File: config.mk
export PLATFORM = sky130hd
export DESIGN_NAME = mips_multicycle_ctrl_flat
export DESIGN_NICKNAME = d
export VERILOG_FILES = /design/src/rtl/mips_multicycle_ctrl_if.sv /design/src/rtl/mips_multicycle_ctrl.sv /design/src/flat_wrapper.sv
export SDC_FILE = /design/constraint.sdc
export NUM_CORES = 1
export LEC_CHECK = 0
export CELL_PAD_IN_SITES_DETAIL_PLACEMENT = 0
export CELL_PAD_IN_SITES_GLOBAL_PLACEMENT = 1
export CORE_UTILIZATION = 34
export CTS_BUF_LIST = sky130_fd_sc_hd__clkbuf_16
export CTS_CLUSTER_SIZE = 20
export DETAILED_ROUTE_END_ITERATION = 16
export PLACE_DENSITY = 0.81
export SLEW_MARGIN = 10
export SYNTH_ARGS = -nofsm -noshare
export SYNTH_HDL_FRONTEND = slang
export SYNTH_SLANG_ARGS = --single-unit
File: constraint.sdc
create_clock -name clk -period 2.55 [get_ports clk]
set_input_delay 0.765 -clock clk [delete_from_list [all_inputs] [get_ports clk]]
set_output_delay 0.765 -clock clk [all_outputs]
set_load 0.1 [all_outputs]
File: src/rtl/mips_multicycle_ctrl_if.sv
// Memory port handshake shared by instruction fetch and load/store.
//   mem_req   : controller requests an access this cycle
//   mem_write : access is a write (only meaningful with mem_req)
//   iord      : address select, 0 = pc, 1 = alu_out
//   mem_ready : memory completes the current access this cycle
// master = controller side, slave = memory side.
interface mips_multicycle_ctrl_if;
    logic mem_req;
    logic mem_write;
    logic iord;
    logic mem_ready;

    modport master (
        output mem_req,
        output mem_write,
        output iord,
        input  mem_ready
    );

    modport slave (
        input  mem_req,
        input  mem_write,
        input  iord,
        output mem_ready
    );
endinterface

File: src/rtl/mips_multicycle_ctrl.sv
// Multicycle MIPS control FSM. Sequences a shared datapath over several cycles per
// instruction (lw, sw, R-type, beq, addi, j) and counts retired instructions.
// Ports:
//   clk, rst_n          : clock; synchronous active-high reset (rst_n = 1 resets)
//   op_i, funct_i       : instruction register opcode / function fields
//   zero                : alu zero flag, used by beq
//   mem                 : memory handshake (req/write/iord out, ready in)
//   ir_write, pc_write  : instruction register / pc load strobes
//   pc_src              : 00 pc+4, 01 branch target, 10 jump target
//   reg_write, reg_dst, mem_to_reg : register file write controls
//   alusrca, alusrcb, alu_op       : alu operand selects and operation
//   illegal             : one-cycle registered pulse on unsupported op/funct
//   retired             : instructions completed since reset, wraps
module mips_multicycle_ctrl #(
    parameter int unsigned CNT_W = 32
) (
    input  logic                     clk,
    input  logic                     rst_n,
    input  logic [5:0]               op_i,
    input  logic [5:0]               funct_i,
    input  logic                     zero,
    mips_multicycle_ctrl_if.master   mem,
    output logic                     ir_write,
    output logic                     pc_write,
    output logic [1:0]               pc_src,
    output logic                     reg_write,
    output logic                     reg_dst,
    output logic                     mem_to_reg,
    output logic                     alusrca,
    output logic [1:0]               alusrcb,
    output logic [3:0]               alu_op,
    output logic                     illegal,
    output logic [CNT_W-1:0]         retired
);

    localparam logic [3:0] StFetch  = 4'd0;
    localparam logic [3:0] StDecode = 4'd1;
    localparam logic [3:0] StMemAdr = 4'd2;
    localparam logic [3:0] StMemRd  = 4'd3;
    localparam logic [3:0] StMemWb  = 4'd4;
    localparam logic [3:0] StMemWr  = 4'd5;
    localparam logic [3:0] StRtype  = 4'd6;
    localparam logic [3:0] StAluWb  = 4'd7;
    localparam logic [3:0] StBranch = 4'd8;
    localparam logic [3:0] StAddiEx = 4'd9;
    localparam logic [3:0] StAddiWb = 4'd10;
    localparam logic [3:0] StJump   = 4'd11;

    localparam logic [5:0] OpRtype = 6'b000000;
    localparam logic [5:0] OpLw    = 6'b100011;
    localparam logic [5:0] OpSw    = 6'b101011;
    localparam logic [5:0] OpBeq   = 6'b000100;
    localparam logic [5:0] OpAddi  = 6'b001000;
    localparam logic [5:0] OpJ     = 6'b000010;

    localparam logic [3:0] AluAnd = 4'b0000;
    localparam logic [3:0] AluOr  = 4'b0001;
    localparam logic [3:0] AluAdd = 4'b0010;
    localparam logic [3:0] AluSub = 4'b0110;
    localparam logic [3:0] AluSlt = 4'b0111;
    localparam logic [3:0] AluNor = 4'b1100;

    logic [3:0]       state_q, state_d;
    logic             illegal_q, illegal_d;
    logic [CNT_W-1:0] retired_q;
    logic             retire;

    always_comb begin
        state_d       = state_q;
        illegal_d     = 1'b0;
        retire        = 1'b0;
        mem.mem_req   = 1'b0;
        mem.mem_write = 1'b0;
        mem.iord      = 1'b0;
        ir_write      = 1'b0;
        pc_write      = 1'b0;
        pc_src        = 2'b00;
        reg_write     = 1'b0;
        reg_dst       = 1'b0;
        mem_to_reg    = 1'b0;
        alusrca       = 1'b0;
        alusrcb       = 2'b00;
        alu_op        = AluAnd;

        case (state_q)
            StFetch: begin
                mem.mem_req = 1'b1;
                alusrcb     = 2'b01;
                alu_op      = AluAdd;
                // IR and pc+4 load only on the cycle the memory delivers.
                if (mem.mem_ready) begin
                    ir_write = 1'b1;
                    pc_write = 1'b1;
                    state_d  = StDecode;
                end
            end
            StDecode: begin
                // Branch target is computed speculatively into alu_out.
                alusrcb = 2'b11;
                alu_op  = AluAdd;
                case (op_i)
                    OpLw, OpSw: state_d = StMemAdr;
                    OpRtype:    state_d = StRtype;
                    OpBeq:      state_d = StBranch;
                    OpAddi:     state_d = StAddiEx;
                    OpJ:        state_d = StJump;
                    default: begin
                        illegal_d = 1'b1;
                        state_d   = StFetch;
                    end
                endcase
            end
            StMemAdr: begin
                alusrca = 1'b1;
                alusrcb = 2'b10;
                alu_op  = AluAdd;
                state_d = (op_i == OpLw) ? StMemRd : StMemWr;
            end
            StMemRd: begin
                mem.mem_req = 1'b1;
                mem.iord    = 1'b1;
                if (mem.mem_ready) begin
                    state_d = StMemWb;
                end
            end
            StMemWb: begin
                reg_write  = 1'b1;
                mem_to_reg = 1'b1;
                retire     = 1'b1;
                state_d    = StFetch;
            end
            StMemWr: begin
                mem.mem_req   = 1'b1;
                mem.mem_write = 1'b1;
                mem.iord      = 1'b1;
                if (mem.mem_ready) begin
                    retire  = 1'b1;
                    state_d = StFetch;
                end
            end
            StRtype: begin
                alusrca = 1'b1;
                state_d = StAluWb;
                case (funct_i)
                    6'b100000: alu_op = AluAdd;
                    6'b100010: alu_op = AluSub;
                    6'b100100: alu_op = AluAnd;
                    6'b100101: alu_op = AluOr;
                    6'b101010: alu_op = AluSlt;
                    6'b100111: alu_op = AluNor;
                    default: begin
                        illegal_d = 1'b1;
                        state_d   = StFetch;
                    end
                endcase
            end
            StAluWb: begin
                reg_write = 1'b1;
                reg_dst   = 1'b1;
                retire    = 1'b1;
                state_d   = StFetch;
            end
            StBranch: begin
                alusrca  = 1'b1;
                alu_op   = AluSub;
                pc_src   = 2'b01;
                pc_write = zero;
                retire   = 1'b1;
                state_d  = StFetch;
            end
            StAddiEx: begin
                alusrca = 1'b1;
                alusrcb = 2'b10;
                alu_op  = AluAdd;
                state_d = StAddiWb;
            end
            StAddiWb: begin
                reg_write = 1'b1;
                retire    = 1'b1;
                state_d   = StFetch;
            end
            StJump: begin
                pc_src   = 2'b10;
                pc_write = 1'b1;
                retire   = 1'b1;
                state_d  = StFetch;
            end
            default: state_d = StFetch;
        endcase

        // The reset cycle must not disturb the datapath.
        if (rst_n) begin
            mem.mem_req   = 1'b0;
            mem.mem_write = 1'b0;
            mem.iord      = 1'b0;
            ir_write      = 1'b0;
            pc_write      = 1'b0;
            pc_src        = 2'b00;
            reg_write     = 1'b0;
            reg_dst       = 1'b0;
            mem_to_reg    = 1'b0;
            alusrca       = 1'b0;
            alusrcb       = 2'b00;
            alu_op        = AluAnd;
            retire        = 1'b0;
            illegal_d     = 1'b0;
            state_d       = StFetch;
        end
    end

    always_ff @(posedge clk) begin
        if (rst_n) begin
            state_q   <= StFetch;
            illegal_q <= 1'b0;
            retired_q <= '0;
        end else begin
            state_q   <= state_d;
            illegal_q <= illegal_d;
            if (retire) begin
                retired_q <= retired_q + CNT_W'(1);
            end
        end
    end

    assign illegal = illegal_q;
    assign retired = retired_q;

endmodule

File: src/flat_wrapper.sv
// flat-port wrapper written by rule: the top's interface ports become plain ports
module mips_multicycle_ctrl_flat 
#(
    parameter int unsigned CNT_W = 32
)
  (clk, rst_n, op_i, funct_i, zero, ir_write, pc_write, pc_src, reg_write, reg_dst, mem_to_reg, alusrca, alusrcb, alu_op, illegal, retired, mem_mem_req, mem_mem_write, mem_iord, mem_mem_ready);
  mips_multicycle_ctrl_if mem_i ();
  input  logic clk;
  input  logic rst_n;
  input  logic [5:0] op_i;
  input  logic [5:0] funct_i;
  input  logic zero;
  output logic ir_write;
  output logic pc_write;
  output logic [1:0] pc_src;
  output logic reg_write;
  output logic reg_dst;
  output logic mem_to_reg;
  output logic alusrca;
  output logic [1:0] alusrcb;
  output logic [3:0] alu_op;
  output logic illegal;
  output logic [CNT_W-1:0] retired;
  output wire logic [$bits(mem_i.mem_req)-1:0] mem_mem_req;
  output wire logic [$bits(mem_i.mem_write)-1:0] mem_mem_write;
  output wire logic [$bits(mem_i.iord)-1:0] mem_iord;
  input wire logic [$bits(mem_i.mem_ready)-1:0] mem_mem_ready;
  assign mem_mem_req = mem_i.mem_req;
  assign mem_mem_write = mem_i.mem_write;
  assign mem_iord = mem_i.iord;
  assign mem_i.mem_ready = mem_mem_ready;
  mips_multicycle_ctrl #(.CNT_W(CNT_W)) u_core (.clk(clk), .rst_n(rst_n), .op_i(op_i), .funct_i(funct_i), .zero(zero), .mem(mem_i), .ir_write(ir_write), .pc_write(pc_write), .pc_src(pc_src), .reg_write(reg_write), .reg_dst(reg_dst), .mem_to_reg(mem_to_reg), .alusrca(alusrca), .alusrcb(alusrcb), .alu_op(alu_op), .illegal(illegal), .retired(retired));
endmodule
==> qor.csv, run 1 <==
stage,metric,value,unit
run_status,outcome,"complete, no violations",
global_routing,busiest metal layer after global routing,met2,
finish,final core occ,55.91,%
global_routing,met3 Use GR,3.280,%
sta,clock skew,3.784,ps
run,Max-cap violations,0,
floorplan,Die ar.,6867,um2
logic_synthesis,Ys Warns,0,
finish,# fillers,576,
setup_path,CP cell instances,dlygate4sd2_1 -> nor2_2 -> a31oi_2 -> nor3b_4 -> buf_12,
floorplan,Die Y,82.87,um
sta,fin. max-slew vios,0,
floorplan,IO Count,66,
logic_synthesis,main flop type after synthesis,dfxtp_1,
setup_path,CP startpoint kind,input pin,
logic_synthesis,register bit total from synthesis,37,
routing,DR vias/cell,5.500,
setup_path,crit path DAT,1730,ps
logic_synthesis,Mapped Cells,293,
setup_path,WP buf/inv,2,
sta,FMAX,401.5,MHz
sta,Tmin final,2491,ps
pwr,Max IR drop VDD,0.3187,mV
cts,clock transition at the registers of the reported paths,60,ps
setup_path,critical-path maximum fanout,5,
setup_path,Top delay family on crit path,buffers and inverters,
sta,aggregate negative setup slack,0,ps
sta,Fin. Hold Viols,0,
global_routing,first-pass GRT wire length,10.67,mm
cts,worst skew pair latency,270,ps
logic_synthesis,top-count cell post-synth,dfxtp_1,
setup_path,CP max-delay cell,dlygate4sd2_1,
finish,Area Growth Syn to Fin,58.75,%
hold_path,Hold Crit Class,flop to flop,
logic_synthesis,post-synthesis sequential area ratio,33.31,%
place,Place WS,-408.2,ps
floorplan,Initial Util,35.22,%
cts,clk buf depth,2,
floorplan,row count,29,
routing,drt wl/cell,13.72,um
sta,setup ws final,59.21,ps
sta,period utilization,97.68,%
logic_synthesis,"EDFF count, synth",0,
place,PortBufs,65,
sta,# setup viols final,0,
cts,hold_buf cts,0,
global_routing,met1 Use GR,25.32,%
routing,router iterations before antenna repair,5,
sta,Rel. slew slack,73.14,%
cts,CTS Root Buffer Type,clkbuf_16,
logic_synthesis,Synth area leaders,"dfxtp_1 33%, a21oi_1 7.0%, o21ai_0 5.6%",
cts,clk sinks,37,
finish,n_diodes,0,
global_routing,largest net degree at the start of global routing,31,
logic_synthesis,asr flop ratio synth,0,%
pwr,Lkg Pwr,1.342,nW
logic_synthesis,syn nets,310,
global_routing,initial antenna violation count,0,
cts,maximum level of the CTS H-tree,2,
logic_synthesis,Avg Inst Size Synth,7.588,um2
routing,DRT iter0 DRCs,107,
finish,fraction of layout cells with a size suffix above 1,34.38,%
logic_synthesis,top cell type by total area after synthesis,dfxtp_1,
logic_synthesis,Mapped Area,2223,um2
setup_path,biggest cell delay along the critical path,300,ps
cts,CTS Buf Count,5,
cts,CTS tree,yes,
sta,Worst Max-Slew Pin Slew,392.7,ps
pwr,Final Power,1.480,mW
routing,drt drc,0,
floorplan,DIE WIDTH,82.87,um
setup_path,R2R setup slack,550,ps
place,dpl hpwl,4.798,mm
pwr,Power Density,419.2,nW/um2
routing,Post-Route WL,6.283,mm
global_routing,gr usage total,18.51,%
finish,nets@finish,398,
global_routing,grt total ovfl,0,
setup_path,Setup crit end kind,output pin,
routing,Antenna Nets Post-Route,0,
place,routability cong.,0.8176,
routing,Via Count,2519,
global_routing,vias in the first global route,2322,
setup_path,critical path type,input pin to output pin,
setup_path,CP required,1790,ps
logic_synthesis,Synth cell types,51,
global_routing,met2 Usage GRT,30.70,%
floorplan,core area,6314,um2
sta,RSZ-0062 raised after global routing,false,
logic_synthesis,Post-synth top cells,"37 x dfxtp_1, 31 x a21oi_1, 25 x nor2_1, 25 x o21ai_0, 20 x nand2_1",
logic_synthesis,Synth top area share,33.31,%
## cell families (layout without fill, tap and decap cells)
kind of cell    Yosys count  in the layout  synth area share (%)
mux                       3              3                 1.463
flops                    37             37                 33.31
buf+inv                  27            115                 5.684
compound gates           79             79                 20.88
xor+xnor                 12             12                 4.727
simple gates            134            134                 33.37
fa+ha+maj                 1              1                0.5627
## worst reg2reg max path: stages, from the launching register on
cell     delay, ps
dfxtp_1        390
ha_1           180
and2_1         210
and4_1         210
nand3_1        230
or4_1          560
a21oi_1        150
## cell type report
type | instances | area [um2] | share of cell area, %
Inverter | 10 | 41.29 | 1.170
Multi-Input combinational cell | 229 | 1495 | 42.36
Sequential cell | 37 | 752.0 | 21.30
Clock inverter | 2 | 35.03 | 0.9926
Timing Repair Buffer | 98 | 984.7 | 27.90
Clock buffer | 5 | 125.1 | 3.545
Tap cell | 77 | 96.34 | 2.730
## power breakdown
group	switching, mW	leakage (nW)	internal [mW]	total (mW)
clock network	0.225	0.0797	0.454	0.679
registers	0.00210	0.303	0.581	0.583
logic	0.132	0.960	0.0862	0.218
total	0.359	1.34	1.12	1.48
## layer usage
metal,vias to the layer above,routed length [um]
li1,1265,-
met1,1190,2959
met2,60,2975
met3,4,315
met4,0,33
met5,-,0
## final timing paths
path | startpoint | endpoint | cells after the start
max | funct_i[1] | alu_op[0] | 5
min | u_core.retired[1] | u_core.retired[1] | 2
max reg2reg | u_core.retired[0] | u_core.retired[30] | 6
min reg2reg | u_core.retired[1] | u_core.retired[1] | 2
## sequential cells by signal, summed over array words and instances (netlist names)
| signal | cells |
|---|---|
| u_core.retired | 32 |
| u_core.illegal | 1 |
| u_core.state_q | 4 |
## through the flow
stage          cell area (um2)  instances  hold slack, ps
4_1_cts                   3525        458           496.7
6_report                  3530        458           491.3
3_3_place_gp              3331        449           482.9
3_5_place_dp              3331        449           485.6
2_1_floorplan             2364        293           621.6
5_1_grt                   3530        458           525.0
## layout by cell type, fill, tap and decap left out, drive strengths merged, types with 2 or more instances in the layout
master,Yosys,final
nor3b,3,3
mux2,2,2
nand2b,6,6
or4,8,8
buf,7,84
a21oi,31,31
nor3,10,10
and4,4,4
o21ai,25,25
nor4,5,5
nand2,20,20
nor2b,4,4
o21a,2,2
xnor2,2,2
o211ai,2,2
dlygate4sd2,0,4
dfxtp,37,37
inv,10,9
clkdlybuf4s50,0,6
nand4,12,12
or3,15,15
o31ai,6,6
clkbuf,10,8
and3,5,5
xor2,10,10
nor2,25,25
nand3,13,13
nand4b,2,2
## repair_timing
action | in CTS | in global routing
pin swaps | 9 | 5
endpoints found under the setup margin | 6 | 7
gates cloned | 0 | 0
resized for setup | 16 | 11
buffers inserted | 2 | 0
No activity file was read; power rests on OpenSTA's default activity.
==> run 2, diff against run 1 <==
--- a/config.mk
+++ b/config.mk
@@ -9,7 +9,6 @@
 export CELL_PAD_IN_SITES_GLOBAL_PLACEMENT = 1
 export CORE_UTILIZATION = 34
 export CTS_BUF_LIST = sky130_fd_sc_hd__clkbuf_16
-export CTS_CLUSTER_SIZE = 20
 export DETAILED_ROUTE_END_ITERATION = 16
 export PLACE_DENSITY = 0.81
 export SLEW_MARGIN = 10
==> results of run 2 <==
Same layout as run 1: the final DEF is identical, and so are final timing and power.
